**src/rtl/gpu_cmd_pkg.sv**
```systemverilog
// CMD bit positions and opcode values shared by the command decoder and the load engine.
package gpu_cmd_pkg;
  localparam int CMD_SWAP  = 0;
  localparam int CMD_CLEAN = 1;
  localparam int CMD_LVB   = 2;
  localparam int CMD_LVC   = 3;
  localparam int CMD_LEB   = 4;
  localparam int CMD_LEC   = 5;

  localparam logic [7:0] OP_SWAP  = 8'h01;
  localparam logic [7:0] OP_CLEAN = 8'h02;
  localparam logic [7:0] OP_LVB   = 8'h03;
  localparam logic [7:0] OP_LVC   = 8'h04;
  localparam logic [7:0] OP_LEB   = 8'h05;
  localparam logic [7:0] OP_LEC   = 8'h06;
endpackage

```
**src/rtl/load_session.sv**
```systemverilog
// One RAM load session: BEGIN opens a window of N words, each CONT writes one word at t+1.
// Busy, write strobe and done are registered; overflow/timeout hits are same-cycle flags for the parent.
module load_session #(
  parameter int AW             = 10,
  parameter int TIMEOUT_CYCLES = 4096
) (
  input  logic          clk,
  input  logic          rst_n,
  input  logic          cmd_begin,
  input  logic          cmd_cont,
  input  logic [31:0]   payload,
  output logic          busy,
  output logic          we,
  output logic [AW-1:0] addr,
  output logic [31:0]   wdata,
  output logic          done,
  output logic          ovf_hit,
  output logic          tmo_hit
);
  localparam logic [0:0] S_IDLE = 1'b0;
  localparam logic [0:0] S_LOAD = 1'b1;
  localparam int          TW    = (TIMEOUT_CYCLES > 1) ? $clog2(TIMEOUT_CYCLES) : 1;
  localparam logic [TW-1:0] TLAST = TW'(TIMEOUT_CYCLES - 1);
  localparam logic [16:0] DEPTH = 17'(1) << AW;

  logic [0:0]    state;
  logic [AW-1:0] ptr;
  logic [15:0]   remaining;
  logic [TW-1:0] tcnt;
  logic [16:0]   span;

  // 17-bit sum so a window ending exactly at the top of RAM is still legal
  assign span    = {1'b0, payload[31:16]} + {1'b0, payload[15:0]};
  assign ovf_hit = cmd_begin && (state == S_IDLE) && (payload[15:0] != 16'd0) && (span > DEPTH);
  assign tmo_hit = (TIMEOUT_CYCLES != 0) && (state == S_LOAD) && !cmd_cont && (tcnt == TLAST);
  assign busy    = (state == S_LOAD);

  always_ff @(posedge clk or negedge rst_n) begin
    if (!rst_n) begin
      state     <= S_IDLE;
      ptr       <= '0;
      remaining <= '0;
      tcnt      <= '0;
      we        <= 1'b0;
      addr      <= '0;
      wdata     <= '0;
      done      <= 1'b0;
    end else begin
      we   <= 1'b0;
      done <= 1'b0;
      case (state)
        S_IDLE: begin
          if (cmd_begin) begin
            if (payload[15:0] == 16'd0) begin
              done <= 1'b1;
            end else if (!ovf_hit) begin
              state     <= S_LOAD;
              ptr       <= payload[16+AW-1:16];
              remaining <= payload[15:0];
              tcnt      <= '0;
            end
          end
        end
        default: begin
          if (cmd_cont) begin
            we        <= 1'b1;
            addr      <= ptr;
            wdata     <= payload;
            ptr       <= ptr + 1'b1;
            remaining <= remaining - 1'b1;
            tcnt      <= '0;
            if (remaining == 16'd1) begin
              state <= S_IDLE;
              done  <= 1'b1;
            end
          end else if (tmo_hit) begin
            state <= S_IDLE;
          end else if (TIMEOUT_CYCLES != 0) begin
            tcnt <= tcnt + 1'b1;
          end
        end
      endcase
    end
  end
endmodule

```
**src/rtl/cmd_load_engine.sv**
```systemverilog
// Steers vertex/edge CMD pulses into two independent load sessions and keeps sticky error flags.
// Writes, BUSY and done appear one cycle after the command; there is no backpressure on CMD.
module cmd_load_engine
  import gpu_cmd_pkg::*;
#(
  parameter int VTX_AW         = 10,
  parameter int EDG_AW         = 10,
  parameter int TIMEOUT_CYCLES = 4096
) (
  input  logic              CLK,
  input  logic              rst_n,
  input  logic [7:0]        CMD,
  input  logic [31:0]       payload,
  output logic [7:0]        BUSY,
  output logic              vtx_we,
  output logic [VTX_AW-1:0] vtx_addr,
  output logic [31:0]       vtx_wdata,
  output logic              edg_we,
  output logic [EDG_AW-1:0] edg_addr,
  output logic [31:0]       edg_wdata,
  output logic [1:0]        load_done,
  output logic [1:0]        err_overflow,
  output logic [1:0]        err_timeout
);
  logic vtx_busy, edg_busy, vtx_done, edg_done;
  logic vtx_ovf, edg_ovf, vtx_tmo, edg_tmo;
  logic unused_cmd;

  assign unused_cmd = ^{CMD[CMD_SWAP], CMD[7:6]};

  load_session #(.AW(VTX_AW), .TIMEOUT_CYCLES(TIMEOUT_CYCLES)) u_vtx (
    .clk(CLK), .rst_n(rst_n),
    .cmd_begin(CMD[CMD_LVB]), .cmd_cont(CMD[CMD_LVC]), .payload(payload),
    .busy(vtx_busy), .we(vtx_we), .addr(vtx_addr), .wdata(vtx_wdata),
    .done(vtx_done), .ovf_hit(vtx_ovf), .tmo_hit(vtx_tmo)
  );

  load_session #(.AW(EDG_AW), .TIMEOUT_CYCLES(TIMEOUT_CYCLES)) u_edg (
    .clk(CLK), .rst_n(rst_n),
    .cmd_begin(CMD[CMD_LEB]), .cmd_cont(CMD[CMD_LEC]), .payload(payload),
    .busy(edg_busy), .we(edg_we), .addr(edg_addr), .wdata(edg_wdata),
    .done(edg_done), .ovf_hit(edg_ovf), .tmo_hit(edg_tmo)
  );

  assign BUSY      = {3'b000, edg_busy, 1'b0, vtx_busy, 2'b00};
  assign load_done = {edg_done, vtx_done};

  // A new error in the same cycle as CLEAN survives the clear
  always_ff @(posedge CLK or negedge rst_n) begin
    if (!rst_n) begin
      err_overflow <= 2'b00;
      err_timeout  <= 2'b00;
    end else begin
      err_overflow <= (err_overflow & ~{2{CMD[CMD_CLEAN]}}) | {edg_ovf, vtx_ovf};
      err_timeout  <= (err_timeout  & ~{2{CMD[CMD_CLEAN]}}) | {edg_tmo, vtx_tmo};
    end
  end
endmodule

```
**config.mk**
```make
export PLATFORM = sky130hd
export DESIGN_NAME = cmd_load_engine
export DESIGN_NICKNAME = d
export VERILOG_FILES = /design/src/rtl/gpu_cmd_pkg.sv /design/src/rtl/load_session.sv /design/src/rtl/cmd_load_engine.sv
export SDC_FILE = /design/constraint.sdc
export NUM_CORES = 1
export LEC_CHECK = 0
export ABC_AREA = 1
export CAP_MARGIN = 25
export CORE_MARGIN = 4
export CORE_UTILIZATION = 30
export DETAILED_ROUTE_END_ITERATION = 12
export PLACE_DENSITY = 0.58
export SYNTH_ARGS = -nofsm -noshare
export SYNTH_HDL_FRONTEND = slang
export SYNTH_HIERARCHICAL = 1
export SYNTH_SLANG_ARGS = --single-unit
```
**constraint.sdc**
```tcl
create_clock -name CLK -period 3.6 [get_ports CLK]
set_input_delay 0.54 -clock CLK [delete_from_list [all_inputs] [get_ports CLK]]
set_output_delay 0.54 -clock CLK [all_outputs]
set_load 0.005 [all_outputs]
```
==> impl_metrics.json <==
{
  "fin_crit_ns": 3.21,
  "postRouteAntennaNets": 0,
  "ys_types": 35,
  "drv_slew": 0,
  "drc_errors": 0,
  "required_ns": 3.94,
  "ir_drop_v": 0.000394,
  "placed_area_sq_um": 12900,
  "antenna_cells": 0,
  "grt_max_degree": 81,
  "hold_buffers": 0,
  "die_h_um": 198,
  "power.density_nw_per_um2": 661,
  "critPathKind": "input pin to flop",
  "avgSynthCellArea_sq_um": 6.95,
  "track_usage_pct": 17.4,
  "wl_um": 34800,
  "r2r_end": "u_vtx/tcnt[11]",
  "grt_pass1_vias": 9710,
  "endpoint_kind": "flop",
  "post_drt_wl_per_cell_um": 15.9,
  "nets": 1797,
  "clk_path_buf_depth": 2,
  "r2r_cells": 9,
  "numCtsBuffers": 17,
  "setup-violations-final": 0,
  "ys_seq_area_share_pct": 39.4,
  "clk_pin_slew_ns": 0.07,
  "crit_path_start": "payload[0]",
  "use_met1_pct": 23.7,
  "htree_num_levels": 4,
  "status": "complete, no violations",
  "hold_path_class": "input pin to asynchronous set/reset pin",
  "cts_sinks": 170,
  "io_pins": 142,
  "syn-cell-area_sq_um": 10800,
  "worstSetupStartpointType": "input pin",
  "worstReg2RegStart": "u_vtx/busy",
  "gr-usage-met2_pct": 27.7,
  "rrSetupSlack_ns": 1.32,
  "finalCritPeriodShare_pct": 89.2,
  "p_leak_uw": 0.00684,
  "grt.busiest_layer": "met2",
  "root_buffer": "clkbuf_16",
  "cp.arrival_ns": 3.55,
  "grt_pass1_wl_um": 54000,
  "postCtsSetupBuffers": 0,
  "gp_congestion": 0.900,
  "cts.repair.resized": 0,
  "post-dp-hpwl_um": 25600,
  "yosys_warnings": 6,
  "path_max_fanout": 12,
  "rsz0062_at_grt": "false",
  "core-area_sq_um": 35600,
  "die_w_um": 198,
  "synth_cells": 1556,
  "worst_pin_slew_ns": 0.867,
  "design_area_sq_um": 13500,
  "gr-total-overflow": 0,
  "vias": 10601,
  "start_util_pct": 30.4,
  "syn2layout_area_growth_pct": 24.5,
  "finalClockSkew_ns": 0.00984,
  "dieArea_sq_um": 39100,
  "antenna_found_initial": 0,
  "num_rows": 69,
  "drv_cap": 0,
  "first_iter_violations": 990,
  "drive_gt1_share_pct": 7.42,
  "drtPass1Iterations": 5,
  "use_met3_pct": 4.36,
  "p_total_uw": 8900,
  "final_hold_viol_count": 0,
  "port_buffers": 132,
  "fmax_ghz": 0.312,
  "viasPerCell": 4.85,
  "clock_latency_ns": 0.45,
  "slew-limit-headroom_pct": 42.1,
  "num-fill-cells": 3776,
  "cts_tree": "yes",
  "ys_ff_latch": 170
}
[critical path, stage by stage]
cell	delay (ns)
clkdlybuf4s50_1	0.63
ha_1	0.24
fa_1	0.41
or2_2	0.30
nor2_1	0.11
nand3_1	0.10
nor2_1	0.10
nand2_1	0.06
nor2_1	0.08
nand3_1	0.08
nand2_1	0.06
nand3_1	0.20
nand2_4	0.17
nand3_2	0.24
nand2_1	0.15
nand2_1	0.06
[kinds of logic (layout without fill, tap and decap cells)]
family                     Yosys count  count (layout)  synth area share, %
and+or+nand+nor                    910             910                 36.3
DFF                                170             170                 39.4
AOI/OAI and AO/OA                  178             178                 8.59
xor gates and xnor gates            20              20                 1.62
other                                1               6               0.0347
adders and majority gates           42              42                 5.00
buffers and inverters              235             400                 9.06
[cell type report]
| cell class | count | area, sq um | share of cell area (%) |
|---|---|---|---|
| Multi-Input combinational cell | 1156 | 5600 | 41.6 |
| Sequential cell | 170 | 4250 | 31.6 |
| Timing Repair Buffer | 191 | 1820 | 13.5 |
| Inverter | 177 | 664 | 4.94 |
| Tap cell | 461 | 577 | 4.29 |
| Clock buffer | 20 | 457 | 3.39 |
| Clock inverter | 12 | 90.1 | 0.670 |
[cell usage after synthesis (all sizes together)]
cell type	instances	area [sq um]
clkbuf	34	128
nand3b	6	45.0
fa	2	40.0
o21bai	4	30.0
a22oi	2	15.0
o22ai	2	12.5
ha	40	500
xor2	16	140
or2	10	62.6
o21ai	112	561
and2	4	25.0
inv	177	664
a31oi	6	37.5
dfrtp	170	4250
nor2	100	380
nand2	596	2270
nand3	92	505
buf	24	188
nor4	8	50.1
a21oi	50	258
o21a	2	15.0
nor3	10	60.1
nand4	84	526
xnor2	4	35.0
conb	1	3.75
[metrics by stage]
stage	util, %	hold slack [ns]	cells	setup slack, ns	TNS, ns
after global routing	37.8	0.210	2187	0.0828	0
after global placement	36.3	0.455	2155	-0.0680	-2.36
after CTS	37.8	0.169	2187	0.371	0
final	37.8	0.149	2187	0.390	0
after floorplan	-	0.244	1561	0.956	0
after detailed placement	36.3	0.458	2155	-0.115	-3.76
[power by group]
| part | switching [uW] | total, uW | internal [uW] |
|---|---|---|---|
| clock | 844 | 1770 | 927 |
| combinational | 2130 | 3890 | 1770 |
| sequential | 584 | 3230 | 2650 |
| total | 3560 | 8900 | 5340 |
[registers in the layout, indices dropped and copies added (netlist names), 10 cells and up]
register,count
u_vtx/ptr,10
u_vtx/tcnt,12
u_edg/ptr,10
u_vtx/wdata,32
u_vtx/addr,10
u_edg/addr,10
u_vtx/remaining,16
u_edg/remaining,16
u_edg/tcnt,12
u_edg/wdata,32
[metal layers]
layer	part of all wire, %	routed length (um)
met1	45	15700
met2	47	16200
met3	6.3	2190
met4	2.0	680
met5	0	0
[layout by cell type, fill, tap and decap left out, drive strengths merged, types with 8 or more instances in the layout]
| cell type | count |
|---|---|
| xor2 | 16 |
| buf | 60 |
| nor3 | 10 |
| nor2 | 100 |
| dfrtp | 170 |
| ha | 40 |
| or2 | 10 |
| inv | 181 |
| nand3 | 92 |
| o21ai | 112 |
| nand4 | 84 |
| nor4 | 8 |
| clkdlybuf4s50 | 131 |
| clkbuf | 20 |
| nand2 | 596 |
| a21oi | 50 |
[worst max-delay path by stage]
stage	end	slack [ns]	cells after the start
global placement	u_edg/tcnt[1]	-0.07	16
global route	u_edg/tcnt[4]	0.08	16
detailed placement	u_edg/tcnt[4]	-0.11	16
finish	u_edg/tcnt[4]	0.39	16
floorplan	u_edg/remaining[6]	0.96	16
CTS	u_edg/tcnt[4]	0.37	16
No activity file was read; power rests on OpenSTA's default activity.
